**src/rtl/rf_wb_if.sv**
```systemverilog
// rf_wb_if: writeback request handshakes and register-file write port shared by
// the pipeline, the mul/div unit and rf_wb_arbiter.
interface rf_wb_if #(
    parameter int DATA_W = 32,
    parameter int ADDR_W = 5
);
    logic              pipe_valid;
    logic              pipe_ready;
    logic [ADDR_W-1:0] pipe_rt;
    logic [ADDR_W-1:0] pipe_rd;
    logic              pipe_reg_dst;
    logic [DATA_W-1:0] pipe_wdata;
    logic              md_valid;
    logic              md_ready;
    logic [ADDR_W-1:0] md_waddr;
    logic [DATA_W-1:0] md_wdata;
    logic              rf_we;
    logic [ADDR_W-1:0] rf_waddr;
    logic [DATA_W-1:0] rf_wdata;
    logic              force_active;

    modport master (
        output pipe_valid, pipe_rt, pipe_rd, pipe_reg_dst, pipe_wdata,
        output md_valid, md_waddr, md_wdata,
        input  pipe_ready, md_ready, rf_we, rf_waddr, rf_wdata, force_active
    );

    modport slave (
        input  pipe_valid, pipe_rt, pipe_rd, pipe_reg_dst, pipe_wdata,
        input  md_valid, md_waddr, md_wdata,
        output pipe_ready, md_ready, rf_we, rf_waddr, rf_wdata, force_active
    );
endinterface

```
**src/rtl/rf_wb_arbiter.sv**
```systemverilog
// rf_wb_arbiter: shares the register-file write port between pipeline writeback and
// mul/div results; pipeline has priority, mul/div is forced in after MAX_WAIT denials.
module rf_wb_arbiter #(
    parameter int DATA_W   = 32,
    parameter int ADDR_W   = 5,
    parameter int MAX_WAIT = 4
) (
    input logic    clk,
    input logic    rst_n,
    rf_wb_if.slave bus
);
    localparam int CW = $clog2(MAX_WAIT + 1);

    typedef enum logic {NORMAL, FORCE_MD} state_t;

    state_t            state;
    logic [CW-1:0]     wait_cnt;
    logic [CW-1:0]     cnt_inc;
    logic [ADDR_W-1:0] pipe_addr;
    logic              pipe_xfer;
    logic              md_xfer;

    assign pipe_addr        = bus.pipe_reg_dst ? bus.pipe_rd : bus.pipe_rt;
    // Readys are gated by rst_n so nothing is accepted while reset is held.
    assign bus.pipe_ready   = rst_n & ((state == NORMAL) | ~bus.md_valid);
    assign bus.md_ready     = rst_n & ((state == FORCE_MD) | ~bus.pipe_valid);
    assign pipe_xfer        = bus.pipe_valid & bus.pipe_ready;
    assign md_xfer          = bus.md_valid & bus.md_ready;
    assign cnt_inc          = wait_cnt + 1'b1;
    assign bus.force_active = state == FORCE_MD;

    always_ff @(posedge clk or negedge rst_n) begin
        if (!rst_n) begin
            state        <= NORMAL;
            wait_cnt     <= '0;
            bus.rf_we    <= 1'b0;
            bus.rf_waddr <= '0;
            bus.rf_wdata <= '0;
        end else begin
            if (state == FORCE_MD) begin
                state    <= NORMAL;
                wait_cnt <= '0;
            end else if (bus.md_valid & ~bus.md_ready) begin
                state    <= (cnt_inc == CW'(MAX_WAIT)) ? FORCE_MD : NORMAL;
                wait_cnt <= (cnt_inc == CW'(MAX_WAIT)) ? '0 : cnt_inc;
            end else begin
                wait_cnt <= '0;
            end
            // Writes to $zero are accepted but never reach the register file.
            if (pipe_xfer) begin
                bus.rf_we    <= |pipe_addr;
                bus.rf_waddr <= pipe_addr;
                bus.rf_wdata <= bus.pipe_wdata;
            end else if (md_xfer) begin
                bus.rf_we    <= |bus.md_waddr;
                bus.rf_waddr <= bus.md_waddr;
                bus.rf_wdata <= bus.md_wdata;
            end else begin
                bus.rf_we    <= 1'b0;
            end
        end
    end
endmodule

```
**src/flat_wrapper.sv**
```systemverilog
// flat-port wrapper written by rule: the top's interface ports become plain ports
module rf_wb_arbiter_flat 
#(
    parameter int DATA_W   = 32,
    parameter int ADDR_W   = 5,
    parameter int MAX_WAIT = 4
)
  (clk, rst_n, bus_pipe_valid, bus_pipe_rt, bus_pipe_rd, bus_pipe_reg_dst, bus_pipe_wdata, bus_md_valid, bus_md_waddr, bus_md_wdata, bus_pipe_ready, bus_md_ready, bus_rf_we, bus_rf_waddr, bus_rf_wdata, bus_force_active);
  rf_wb_if #(.DATA_W(DATA_W), .ADDR_W(ADDR_W)) bus_i ();
  input logic clk;
  input logic rst_n;
  input wire logic [$bits(bus_i.pipe_valid)-1:0] bus_pipe_valid;
  input wire logic [$bits(bus_i.pipe_rt)-1:0] bus_pipe_rt;
  input wire logic [$bits(bus_i.pipe_rd)-1:0] bus_pipe_rd;
  input wire logic [$bits(bus_i.pipe_reg_dst)-1:0] bus_pipe_reg_dst;
  input wire logic [$bits(bus_i.pipe_wdata)-1:0] bus_pipe_wdata;
  input wire logic [$bits(bus_i.md_valid)-1:0] bus_md_valid;
  input wire logic [$bits(bus_i.md_waddr)-1:0] bus_md_waddr;
  input wire logic [$bits(bus_i.md_wdata)-1:0] bus_md_wdata;
  output wire logic [$bits(bus_i.pipe_ready)-1:0] bus_pipe_ready;
  output wire logic [$bits(bus_i.md_ready)-1:0] bus_md_ready;
  output wire logic [$bits(bus_i.rf_we)-1:0] bus_rf_we;
  output wire logic [$bits(bus_i.rf_waddr)-1:0] bus_rf_waddr;
  output wire logic [$bits(bus_i.rf_wdata)-1:0] bus_rf_wdata;
  output wire logic [$bits(bus_i.force_active)-1:0] bus_force_active;
  assign bus_i.pipe_valid = bus_pipe_valid;
  assign bus_i.pipe_rt = bus_pipe_rt;
  assign bus_i.pipe_rd = bus_pipe_rd;
  assign bus_i.pipe_reg_dst = bus_pipe_reg_dst;
  assign bus_i.pipe_wdata = bus_pipe_wdata;
  assign bus_i.md_valid = bus_md_valid;
  assign bus_i.md_waddr = bus_md_waddr;
  assign bus_i.md_wdata = bus_md_wdata;
  assign bus_pipe_ready = bus_i.pipe_ready;
  assign bus_md_ready = bus_i.md_ready;
  assign bus_rf_we = bus_i.rf_we;
  assign bus_rf_waddr = bus_i.rf_waddr;
  assign bus_rf_wdata = bus_i.rf_wdata;
  assign bus_force_active = bus_i.force_active;
  rf_wb_arbiter #(.DATA_W(DATA_W), .ADDR_W(ADDR_W), .MAX_WAIT(MAX_WAIT)) u_core (.clk(clk), .rst_n(rst_n), .bus(bus_i));
endmodule
```
**config.mk**
```make
export PLATFORM = sky130hd
export DESIGN_NAME = rf_wb_arbiter_flat
export DESIGN_NICKNAME = d
export VERILOG_FILES = /design/src/rtl/rf_wb_if.sv /design/src/rtl/rf_wb_arbiter.sv /design/src/flat_wrapper.sv
export SDC_FILE = /design/constraint.sdc
export NUM_CORES = 1
export LEC_CHECK = 0
export BUFFER_PORTS_ARGS = -buffer_cell sky130_fd_sc_hd__buf_2
export CORE_ASPECT_RATIO = 0.6
export CORE_MARGIN = 2
export CORE_UTILIZATION = 40
export DETAILED_ROUTE_END_ITERATION = 8
export GPL_TIMING_DRIVEN = 0
export PLACE_DENSITY = 0.85
export SLEW_MARGIN = 5
export SYNTH_ARGS = -nofsm -noshare
export SYNTH_HDL_FRONTEND = slang
export SYNTH_SLANG_ARGS = --single-unit
export TNS_END_PERCENT = 100
```
**constraint.sdc**
```tcl
create_clock -name clk -period 1.5 [get_ports clk]
set_clock_uncertainty 0.2 [all_clocks]
set_input_delay 0.3 -clock clk [delete_from_list [all_inputs] [get_ports clk]]
set_output_delay 0.3 -clock clk [all_outputs]
set_load 0.02 [all_outputs]
```
==> out/metrics.csv, run 1 <==
metric;value;unit
status;complete, but fails checks;
violations;negative hold slack, negative setup slack;
via_per_inst;5.57;
setup_viol;41;
finalHoldViolations;42;
critPathLaunchType;flop;
rsz0062_at_grt;true;
final_antenna_net_count;0;
drv_cap;0;
overflow;0;
total_power;3.15;mW
worstSkewPairLatency;0.29;ns
cts_tree;yes;
antenna_cells;0;
placed_area;2910;sq um
clk_pin_slew;0.09;ns
switching_share;34.1;%
yosys_warnings;0;
port_buffers;123;
cts_root_buf;clkbuf_8;
fp.dieH;61.6;um
p_per_area;885;nW/um^2
min_period;1.73;ns
dieArea;6150;sq um
num_io_pins;125;
synth_edf_count;0;
syn_nets;333;
internal_power;2.08;mW
arrival;1.23;ns
layout_common_cells;buf_2 (124), dfrtp_1 (41), nor2_1 (33), a31oi_1 (33);
hpwl;5.20;mm
synth_seq_cells;42;
htree_levels;2;
end_kind;output port;
ys.flop_type;dfrtp_1;
regToRegSetupSlack;-0.16;ns
place_ws;-1.01;ns
grt_pass1_vias;2386;
cp_max_fo;3;
netlist_area;2210;sq um
fin_util;68.8;%
place_congestion;0.887;
synth-seq-area-share;47.6;%
timing.final.crit_share;115;%
avgSynthCellArea;8.94;sq um
netSwitchingPower;1.08;mW
final_area;3560;sq um
p_seq_share;42.9;%
layout_commonest_cell;buf_2;
wirelength;7.82;mm
ir_drop;0.473;mV
finalWorstSetupSlack;-0.232;ns
r2r_cells;6;
core;5180;sq um
drv_slew;0;
clock_path_buffers;2;
numCtsBuffers;5;
num_vias;2567;
grt_pass1_wl;11.8;mm
synthCells;247;
clockPowerShare;24.2;%
antenna_found_initial;0;
power_frac_comb;32.9;%
die_w;99.9;um
rows;20;
ys_types;38;
synthArstFlopShare;100;%
area_growth;61.4;%
track_usage;25.2;%
max_freq;577;MHz
first_iter_violations;108;
holdWs;-0.311;ns
initial_core_util;42.6;%
p_leak;1.63;nW
tightest_slew;0.614;ns
critical_path_class;flop to output port;
wl_per_cell;17.0;um
fin_nets;480;
relSlewSlack;58.8;%
hold_class;input pin to async pin;
firstDrtPassIters;4;
drive_above_1_share;55.2;%
clkSinkCount;42;
drc;0;
required;1.00;ns
grt_max_degree;51;
-- cell families after synthesis --
group / synth area share [%]
xor gates and xnor gates: 0.397
buffers and inverters: 6.63
adders and majority gates: 1.13
DFF: 47.6
AOI/OAI and AO/OA: 24.5
and+or+nand+nor: 19.8
-- sequential cells by signal, indices dropped and copies added (netlist names) --
| signal | flops |
|---|---|
| u_core.bus.rf_wdata | 32 |
| u_core.bus.force_active | 1 |
| u_core.bus.rf_waddr | 5 |
| u_core.bus.rf_we | 1 |
| u_core.wait_cnt | 3 |
-- what timing repair did --
| item | 4_1_cts | 5_1_grt |
|---|---|---|
| cloned | 2 | 1 |
| hold endpoints to repair | 42 | 42 |
| gates resized for setup | 38 | 56 |
| pin swaps | 13 | 23 |
| setup buffers | 5 | 10 |
| endpoints found under the setup margin | 44 | 40 |
-- worst max-delay path, stage by stage, from the launching register on --
cell and delay, ns:
dfrtp_2 0.44, a21bo_4 0.23, inv_4 0.06, buf_6 0.10, buf_6 0.11
-- final timing paths --
kind / start / endpoint
worst max-delay path: u_core.bus.force_active / bus_pipe_ready
worst min-delay path: rst_n / u_core.bus.rf_we
worst max register to register: u_core.bus.force_active / u_core.bus.rf_wdata[13]
worst min register to register: u_core.bus.rf_waddr[3] / u_core.bus.rf_waddr[3]
max in group asynchronous: rst_n / u_core.bus.force_active
min in group clk: bus_md_wdata[28] / u_core.bus.rf_wdata[28]
-- layer usage --
layer / track usage (%) / part of all wire, % / vias to the layer above / routed length (um)
li1: - / - / 1205 / -
met3: 5.56 / 7.8 / 4 / 613
met1: 33.3 / 44 / 1237 / 3470
met4: 4.11 / 0.72 / 0 / 56
met2: 44.3 / 47 / 121 / 3680
met5: 0 / 0 / - / 0
-- stage by stage --
stage / setup TNS [ns] / cells
final: -5.35 / 461
after detailed placement: -40.03 / 436
after global routing: -6.70 / 461
after floorplan: -0.178 / 247
after CTS: -2.75 / 451
after global placement: -38.15 / 436
-- synth_stat cells (2+ instances only) --
master      n  area (sq um)
nor2_1     33           124
nor3b_1     2          15.0
dfrtp_1    42          1050
and2_1      2          12.5
inv_1       2          7.51
o31ai_1     4          30.0
buf_2       9          45.0
a21oi_1     4          20.0
nand2_1     5          18.8
nand3_1    33           165
ha_1        2          25.0
o21ai_0    25           125
clkbuf_1   10          37.5
buf_6       4          45.0
a31oi_1    33           206
o21ai_1     8          40.0
a2111oi_2   4          60.1
nor2b_1     5          31.3
-- power groups by stage --
stage / clock [mW] / sequential, mW / combinational, mW
floorplan: 0 / 1.54 / 0.312
global placement: 0 / 1.36 / 0.841
detailed placement: 0 / 1.37 / 0.861
CTS: 0.771 / 1.35 / 0.943
global route: 0.831 / 1.37 / 1.12
finish: 0.764 / 1.35 / 1.04
-- layout make-up --
class | instances | area, sq um
Clock buffer | 7 | 86.3
Clock inverter | 1 | 5.00
Buffer | 23 | 206
Sequential cell | 42 | 1050
Multi-Input combinational cell | 178 | 1250
Fill cell | 437 | 1620
Inverter | 3 | 17.5
Timing Repair Buffer | 141 | 861
Tap cell | 66 | 82.6
No activity file was read; power rests on OpenSTA's default activity.
==> run 2: changes to the inputs <==
--- a/config.mk
+++ b/config.mk
@@ -5,13 +5,14 @@
 export SDC_FILE = /design/constraint.sdc
 export NUM_CORES = 1
 export LEC_CHECK = 0
+export ABC_AREA = 1
 export BUFFER_PORTS_ARGS = -buffer_cell sky130_fd_sc_hd__buf_2
 export CORE_ASPECT_RATIO = 0.6
 export CORE_MARGIN = 2
 export CORE_UTILIZATION = 40
 export DETAILED_ROUTE_END_ITERATION = 8
 export GPL_TIMING_DRIVEN = 0
-export PLACE_DENSITY = 0.85
+export PLACE_DENSITY = 0.84
 export SLEW_MARGIN = 5
 export SYNTH_ARGS = -nofsm -noshare
 export SYNTH_HDL_FRONTEND = slang
==> run 2 against run 1 <==
Net effect:
- the flow still finishes with violations (negative hold slack, negative setup slack)
- global-route usage shrank 4.3 points
- clock power fell by 3.7%
- cell area decreased by 8.5%
- sequential share of layout area increased by 2.7 points
- die area increased by 2.4%
- power decreased by 3.0%
==> out/metrics.csv, run 2 <==
metric;value;unit;change
status;complete, but fails checks;;unchanged
violations;negative hold slack, negative setup slack;;unchanged
numCtsBuffers;5;;unchanged
drc;0;;unchanged
track_usage;20.9;%;was 25.2%
port_buffers;124;;was 123
netSwitchingPower;1.02;mW;was 1.08 mW
placed_area;2970;sq um;was 2910 sq um
clkSinkCount;42;;unchanged
netlist_area;2260;sq um;was 2210 sq um
total_power;3.06;mW;was 3.15 mW
first_iter_violations;81;;was 108
synth_top_area_share;46.4;%;was 47.6%
cp_max_fo;3;;unchanged
firstDrtPassIters;5;;was 4
antenna_found_initial;0;;unchanged
area_growth;44.1;%;was 61.4%
finalSetupTns;-1.39;ns;was -5.35 ns
drv_cap;0;;unchanged
drv_slew;0;;unchanged
fin_nets;565;;was 480
fin_util;59.1;%;was 68.8%
num_io_pins;125;;unchanged
relSlewSlack;75.8;%;was 58.8%
crit_slowest_cell;dfrtp_1;;was dfrtp_2
critical_path_class;flop to output port;;unchanged
synth_most_common_cell;nand2_1;;was dfrtp_1
via_per_inst;4.50;;was 5.57
rows;21;;was 20
required;1.00;ns;about the same
initial_core_util;41.0;%;was 42.6%
grt_pass1_wl;10.5;mm;was 11.8 mm
holdWs;-0.262;ns;was -0.311 ns
synth_area_leaders;dfrtp_1 (46%), nand2_1 (40%), buf_4 (2.7%);;was dfrtp_1 (48%), a31oi_1 (9.3%), nand3_1 (7.5%)
setup_viol;37;;was 41
critPathLaunchType;flop;;unchanged
p_seq_share;44.9;%;was 42.9%
largest_register_ffs;32;;unchanged
die_w;101;um;was 99.9 um
core;5520;sq um;was 5180 sq um
cts_tree;yes;;unchanged
cp_cell_sequence;inv_2, nand2_2, nand2_2, inv_2, buf_6;;was a21bo_4, inv_4, buf_6, buf_6
synth_top_area_cell;dfrtp_1;;unchanged
hold_class;input pin to async pin;;unchanged
synth-seq-area-share;46.4;%;was 47.6%
layout_commonest_cell;nand2_1;;was buf_2
cp-startpoint;u_core.bus.force_active;;unchanged
tightest_slew;0.364;ns;was 0.614 ns
p_leak;2.07;nW;was 1.63 nW
p_per_area;938;nW/um^2;was 885 nW/um^2
final_antenna_net_count;0;;unchanged
antenna_cells;0;;unchanged
regToRegSetupSlack;-0.11;ns;was -0.16 ns
final_cells;549;;was 461
synthArstFlopShare;100;%;unchanged
arrival;1.11;ns;was 1.23 ns
final_area;3260;sq um;was 3560 sq um
wl_per_cell;11.4;um;was 17.0 um
wirelength;6.29;mm;was 7.82 mm
num_vias;2473;;was 2567
synth_commonest_cells;nand2_1 (241), dfrtp_1 (42), inv_1 (15);;was dfrtp_1 (42), a31oi_1 (33), nand3_1 (33), nor2_1 (33), o21ai_0 (25)
power_frac_comb;31.0;%;was 32.9%
clockPowerShare;24.1;%;was 24.2%
fillers;535;;was 437
grt_max_degree;47;;was 51
synth_edf_count;0;;unchanged
layout_common_cells;nand2_1 (237), buf_2 (123), dfrtp_1 (42);;was buf_2 (124), dfrtp_1 (41), nor2_1 (33), a31oi_1 (33)
place_inst;529;;was 436
drive_above_1_share;35.4;%;was 55.2%
yosys_warnings;0;;unchanged
worstSkewPairLatency;0.28;ns;was 0.29 ns
clk_pin_slew;0.08;ns;was 0.09 ns
ys_types;14;;was 38
switching_share;33.5;%;was 34.1%
cts_root_buf;clkbuf_8;;unchanged
fp.dieH;62.3;um;was 61.6 um
finalHoldViolations;42;;unchanged
largestRegisters;u_core.bus.rf_wdata: 32 flops, u_core.bus.rf_waddr: 5 flops, u_core.wait_cnt: 3 flops;;unchanged
ys.flop_type;dfrtp_1;;unchanged
clock_path_buffers;2;;unchanged
internal_power;2.03;mW;was 2.08 mW
hpwl;4.66;mm;was 5.20 mm
timing.final.crit_share;108;%;was 115%
place_ws;-0.866;ns;was -1.01 ns
r2r_cells;9;;was 6
dieArea;6300;sq um;was 6150 sq um
r2r_start;u_core.bus.force_active;;unchanged
finalWorstSetupSlack;-0.113;ns;was -0.232 ns
crit_end;bus_md_ready;;was bus_pipe_ready
overflow;0;;unchanged
grt_pass1_vias;2369;;was 2386
htree_levels;2;;unchanged
place_congestion;0.806;;was 0.887
min_period;1.61;ns;was 1.73 ns
regMostFlops;u_core.bus.rf_wdata;;unchanged
r2r_end;u_core.wait_cnt[2];;was u_core.bus.rf_wdata[13]
synthCells;336;;was 247
rsz0062_at_grt;true;;unchanged
ir_drop;0.347;mV;was 0.473 mV
max_freq;620;MHz;was 577 MHz
synth_seq_cells;42;;unchanged
syn_nets;422;;was 333
end_kind;output port;;unchanged
cpPeakStageDelay;0.42;ns;was 0.44 ns
avgSynthCellArea;6.74;sq um;was 8.94 sq um
run 2: cell count changes after synthesis, moves of 8 or more:
cell / before / now
clkbuf_1: 10 / 0
o21ai_0: 25 / 0
o21ai_1: 8 / 0
nand2_1: 5 / 241
inv_1: 2 / 15
nor2_1: 33 / 9
a31oi_1: 33 / 0
nand3_1: 33 / 7
run 2: worst max-delay path: cells and delay by family, from the launching register on:
kind                   cells  cell delay (ns)
buffers and inverters      3             0.25
flip-flops                 1             0.42
AND/OR/NAND/NOR            2             0.15
run 2: per-layer routing:
layer  wire (um)  part of all wire, %  global-route usage, %  vias to the layer above
li1            -                    -                      -                     1278
met1        2830                   45                   27.7                     1110
met4          46                 0.73                   4.05                        0
met5           0                    0                      0                        -
met2        3000                   48                   36.0                       81
met3         401                  6.4                   3.49                        4
run 2: layout make-up:
class | count | area [sq um] | share of cell area [%]
well taps | 69 | 86.3 | 2.65
plain buffers | 15 | 156 | 4.79
flip-flops and latches | 42 | 1050 | 32.2
repair buffers | 136 | 756 | 23.2
inverters | 16 | 62.6 | 1.92
clock inverters | 1 | 5.00 | 0.153
multi-input cells | 263 | 1060 | 32.5
clock buffers | 7 | 86.3 | 2.65
run 2: repair_timing:
action,CTS,global route
buffers inserted,11,2
pin swaps,1,6
resized for setup,13,17
endpoints found under the setup margin,44,43
hold endpoints to repair,42,42
gates cloned,0,0
run 2: cell families (layout without fill, tap and decap cells):
logic type | after synthesis | in the layout | share of synthesized area, %
AOI/OAI and AO/OA | 1 | 1 | 0.221
adders and majority gates | 2 | 2 | 1.11
and+or+nand+nor | 259 | 259 | 43.6
buffers and inverters | 31 | 175 | 8.24
DFF | 42 | 42 | 46.4
xor gates and xnor gates | 1 | 1 | 0.387
run 2: worst min-delay path by stage:
stage,start,slack [ns],to
after floorplan,rst_n,-0.20,u_core.bus.force_active
after global placement,u_core.bus.rf_wdata[29],0.26,u_core.bus.rf_wdata[29]
after detailed placement,u_core.bus.rf_wdata[11],0.26,u_core.bus.rf_wdata[11]
after CTS,rst_n,-0.26,u_core.bus.rf_wdata[12]
after global routing,rst_n,-0.25,u_core.bus.rf_wdata[12]
final,rst_n,-0.26,u_core.bus.rf_wdata[12]
run 2: power by group through the flow:
stage / Combinational [mW] / Sequential (mW) / Clock, mW
after floorplan: 0.333 / 1.58 / 0
after global placement: 0.887 / 1.39 / 0
after detailed placement: 0.907 / 1.39 / 0
after CTS: 0.939 / 1.37 / 0.766
after global routing: 1.06 / 1.39 / 0.826
final: 0.948 / 1.37 / 0.736
==> run 3: changes to the inputs <==
==> constraint.sdc (replaced) <==
create_clock -name clk -period 1.45 [get_ports clk]
set_clock_uncertainty 0.2 [all_clocks]
set_input_delay 0.29 -clock clk [delete_from_list [all_inputs] [get_ports clk]]
set_output_delay 0.29 -clock clk [all_outputs]
set_load 0.02 [all_outputs]
==> run 3 against run 2 <==
Net effect:
- the flow still finishes with violations (negative hold slack, negative setup slack)
- setup slack worse by 0.013 ns
- largest cell class unchanged
- power is 1.4% higher
- routed wire length shrank 0.51%
==> out/metrics.csv, run 3 (same netlist as run 2, synthesis figures left out) <==
metric;value;unit;change
crit_end;bus_md_ready;;unchanged
area_growth;41.6;%;was 44.1%
end_kind;output port;;unchanged
finalHoldViolations;42;;unchanged
numCtsBuffers;5;;unchanged
relSlewSlack;71.7;%;was 75.8%
fin_nets;559;;was 565
grt_util_met3;5.74;%;was 3.49%
place_congestion;0.803;;was 0.806
clkSinkCount;42;;unchanged
r2r_end;u_core.bus.rf_wdata[13];;was u_core.wait_cnt[2]
required;0.96;ns;was 1.00 ns
cts_tree;yes;;unchanged
htree_levels;2;;unchanged
track_usage;20.5;%;was 20.9%
holdWs;-0.274;ns;was -0.262 ns
die_w;101;um;unchanged
layout_common_cells;nand2_1 (236), buf_2 (121), dfrtp_1 (41);;was nand2_1 (237), buf_2 (123), dfrtp_1 (42)
critical_path_class;flop to output port;;unchanged
cp-startpoint;u_core.bus.force_active;;unchanged
final_cells;542;;was 549
drv_slew;0;;unchanged
p_leak;2.03;nW;was 2.07 nW
placed_area;2970;sq um;about the same
core;5520;sq um;unchanged
via_per_inst;4.53;;was 4.50
fp.dieH;62.3;um;unchanged
p_per_area;968;nW/um^2;was 938 nW/um^2
r2r_start;u_core.bus.force_active;;unchanged
antenna_found_initial;0;;unchanged
largest_register_ffs;32;;unchanged
r2r_cells;8;;was 9
antenna_cells;0;;unchanged
timing.final.crit_share;109;%;
total_power;3.10;mW;was 3.06 mW
largestRegisters;u_core.bus.rf_wdata: 32 flops, u_core.bus.rf_waddr: 5 flops, u_core.wait_cnt: 3 flops;;unchanged
worstSkewPairLatency;0.28;ns;about the same
wirelength;6.25;mm;was 6.29 mm
critPathLaunchType;flop;;unchanged
wl_per_cell;11.5;um;was 11.4 um
num_vias;2457;;was 2473
min_period;1.58;ns;
max_freq;634;MHz;
initial_core_util;41.0;%;unchanged
rows;21;;unchanged
overflow;0;;unchanged
grt_max_degree;47;;unchanged
final_area;3200;sq um;was 3260 sq um
clock_path_buffers;2;;unchanged
num_io_pins;125;;unchanged
met1_usage;26.8;%;was 27.7%
hpwl;4.68;mm;was 4.66 mm
arrival;1.09;ns;was 1.11 ns
finalWorstSetupSlack;-0.126;ns;was -0.113 ns
regMostFlops;u_core.bus.rf_wdata;;unchanged
grt_pass1_wl;10.4;mm;was 10.5 mm
cts_root_buf;clkbuf_8;;unchanged
rsz0062_at_grt;true;;unchanged
ir_drop;0.532;mV;was 0.347 mV
violations;negative hold slack, negative setup slack;;unchanged
drv_cap;0;;unchanged
firstDrtPassIters;4;;was 5
clk_pin_slew;0.08;ns;about the same
dieArea;6300;sq um;unchanged
cp_max_fo;3;;unchanged
layout_commonest_cell;nand2_1;;unchanged
busiest_layer;met2;;unchanged
status;complete, but fails checks;;unchanged
final_antenna_net_count;0;;unchanged
first_iter_violations;82;;was 81
regToRegSetupSlack;-0.08;ns;was -0.11 ns
tightest_slew;0.424;ns;was 0.364 ns
grt_pass1_vias;2399;;was 2369
hold_class;input pin to async pin;;unchanged
drive_above_1_share;34.9;%;was 35.4%
grt_use_met2;34.9;%;was 36.0%
setup_viol;40;;was 37
port_buffers;124;;unchanged
place_inst;529;;unchanged
drc;0;;unchanged
[run 3: per-layer routing]
metal | wire (um) | share of wire [%]
met5 | 0 | 0
met4 | 14 | 0.22
met3 | 525 | 8.4
met2 | 2850 | 46
met1 | 2860 | 46
[run 3: how the worst min path moves through the flow]
stage          depth (start not counted)                       to                     from  slack, ns
5_1_grt                                1   u_core.bus.rf_wdata[6]                    rst_n      -0.25
6_report                               1   u_core.bus.rf_wdata[5]                    rst_n      -0.27
4_1_cts                                1   u_core.bus.rf_wdata[6]                    rst_n      -0.27
3_5_place_dp                           2  u_core.bus.rf_wdata[18]  u_core.bus.rf_wdata[18]       0.26
2_1_floorplan                          0  u_core.bus.force_active                    rst_n      -0.21
3_3_place_gp                           2  u_core.bus.rf_wdata[15]  u_core.bus.rf_wdata[15]       0.26
[run 3: area by class of cell]
cell class | instances | area (sq um)
flip-flops and latches | 42 | 1050
plain buffers | 15 | 154
fillers | 522 | 2310
clock buffers | 7 | 76.3
multi-input cells | 263 | 1070
inverters | 16 | 65.1
repair buffers | 130 | 697
well taps | 69 | 86.3
[run 3: repair_timing]
action | CTS | global route
buffers inserted | 4 | 2
hold endpoints to repair | 42 | 42
endpoints found under the setup margin | 44 | 44
pin swaps | 1 | 2
resized for setup | 18 | 15
[run 3: where the power goes]
part           internal [mW]  switching (mW)
Sequential              1.33          0.0886
Clock                  0.332           0.366
Combinational          0.383           0.597
[run 3: critical path: stages, from the launching register on]
cell,delay (ns)
dfrtp_2,0.43
inv_2,0.08
nand2_2,0.06
nand2_2,0.07
inv_2,0.04
buf_6,0.12
[run 3: through the flow]
step	util, %	setup slack, ns	hold slack (ns)	setup TNS (ns)
6_report	58.1	-0.126	-0.274	-2.27
5_1_grt	58.1	-0.185	-0.252	-5.98
4_1_cts	56.8	-0.105	-0.271	-2.53
3_5_place_dp	53.9	-0.898	0.264	-35.06
3_3_place_gp	53.9	-0.823	0.257	-32.30
2_1_floorplan	-	0.0142	-0.206	0
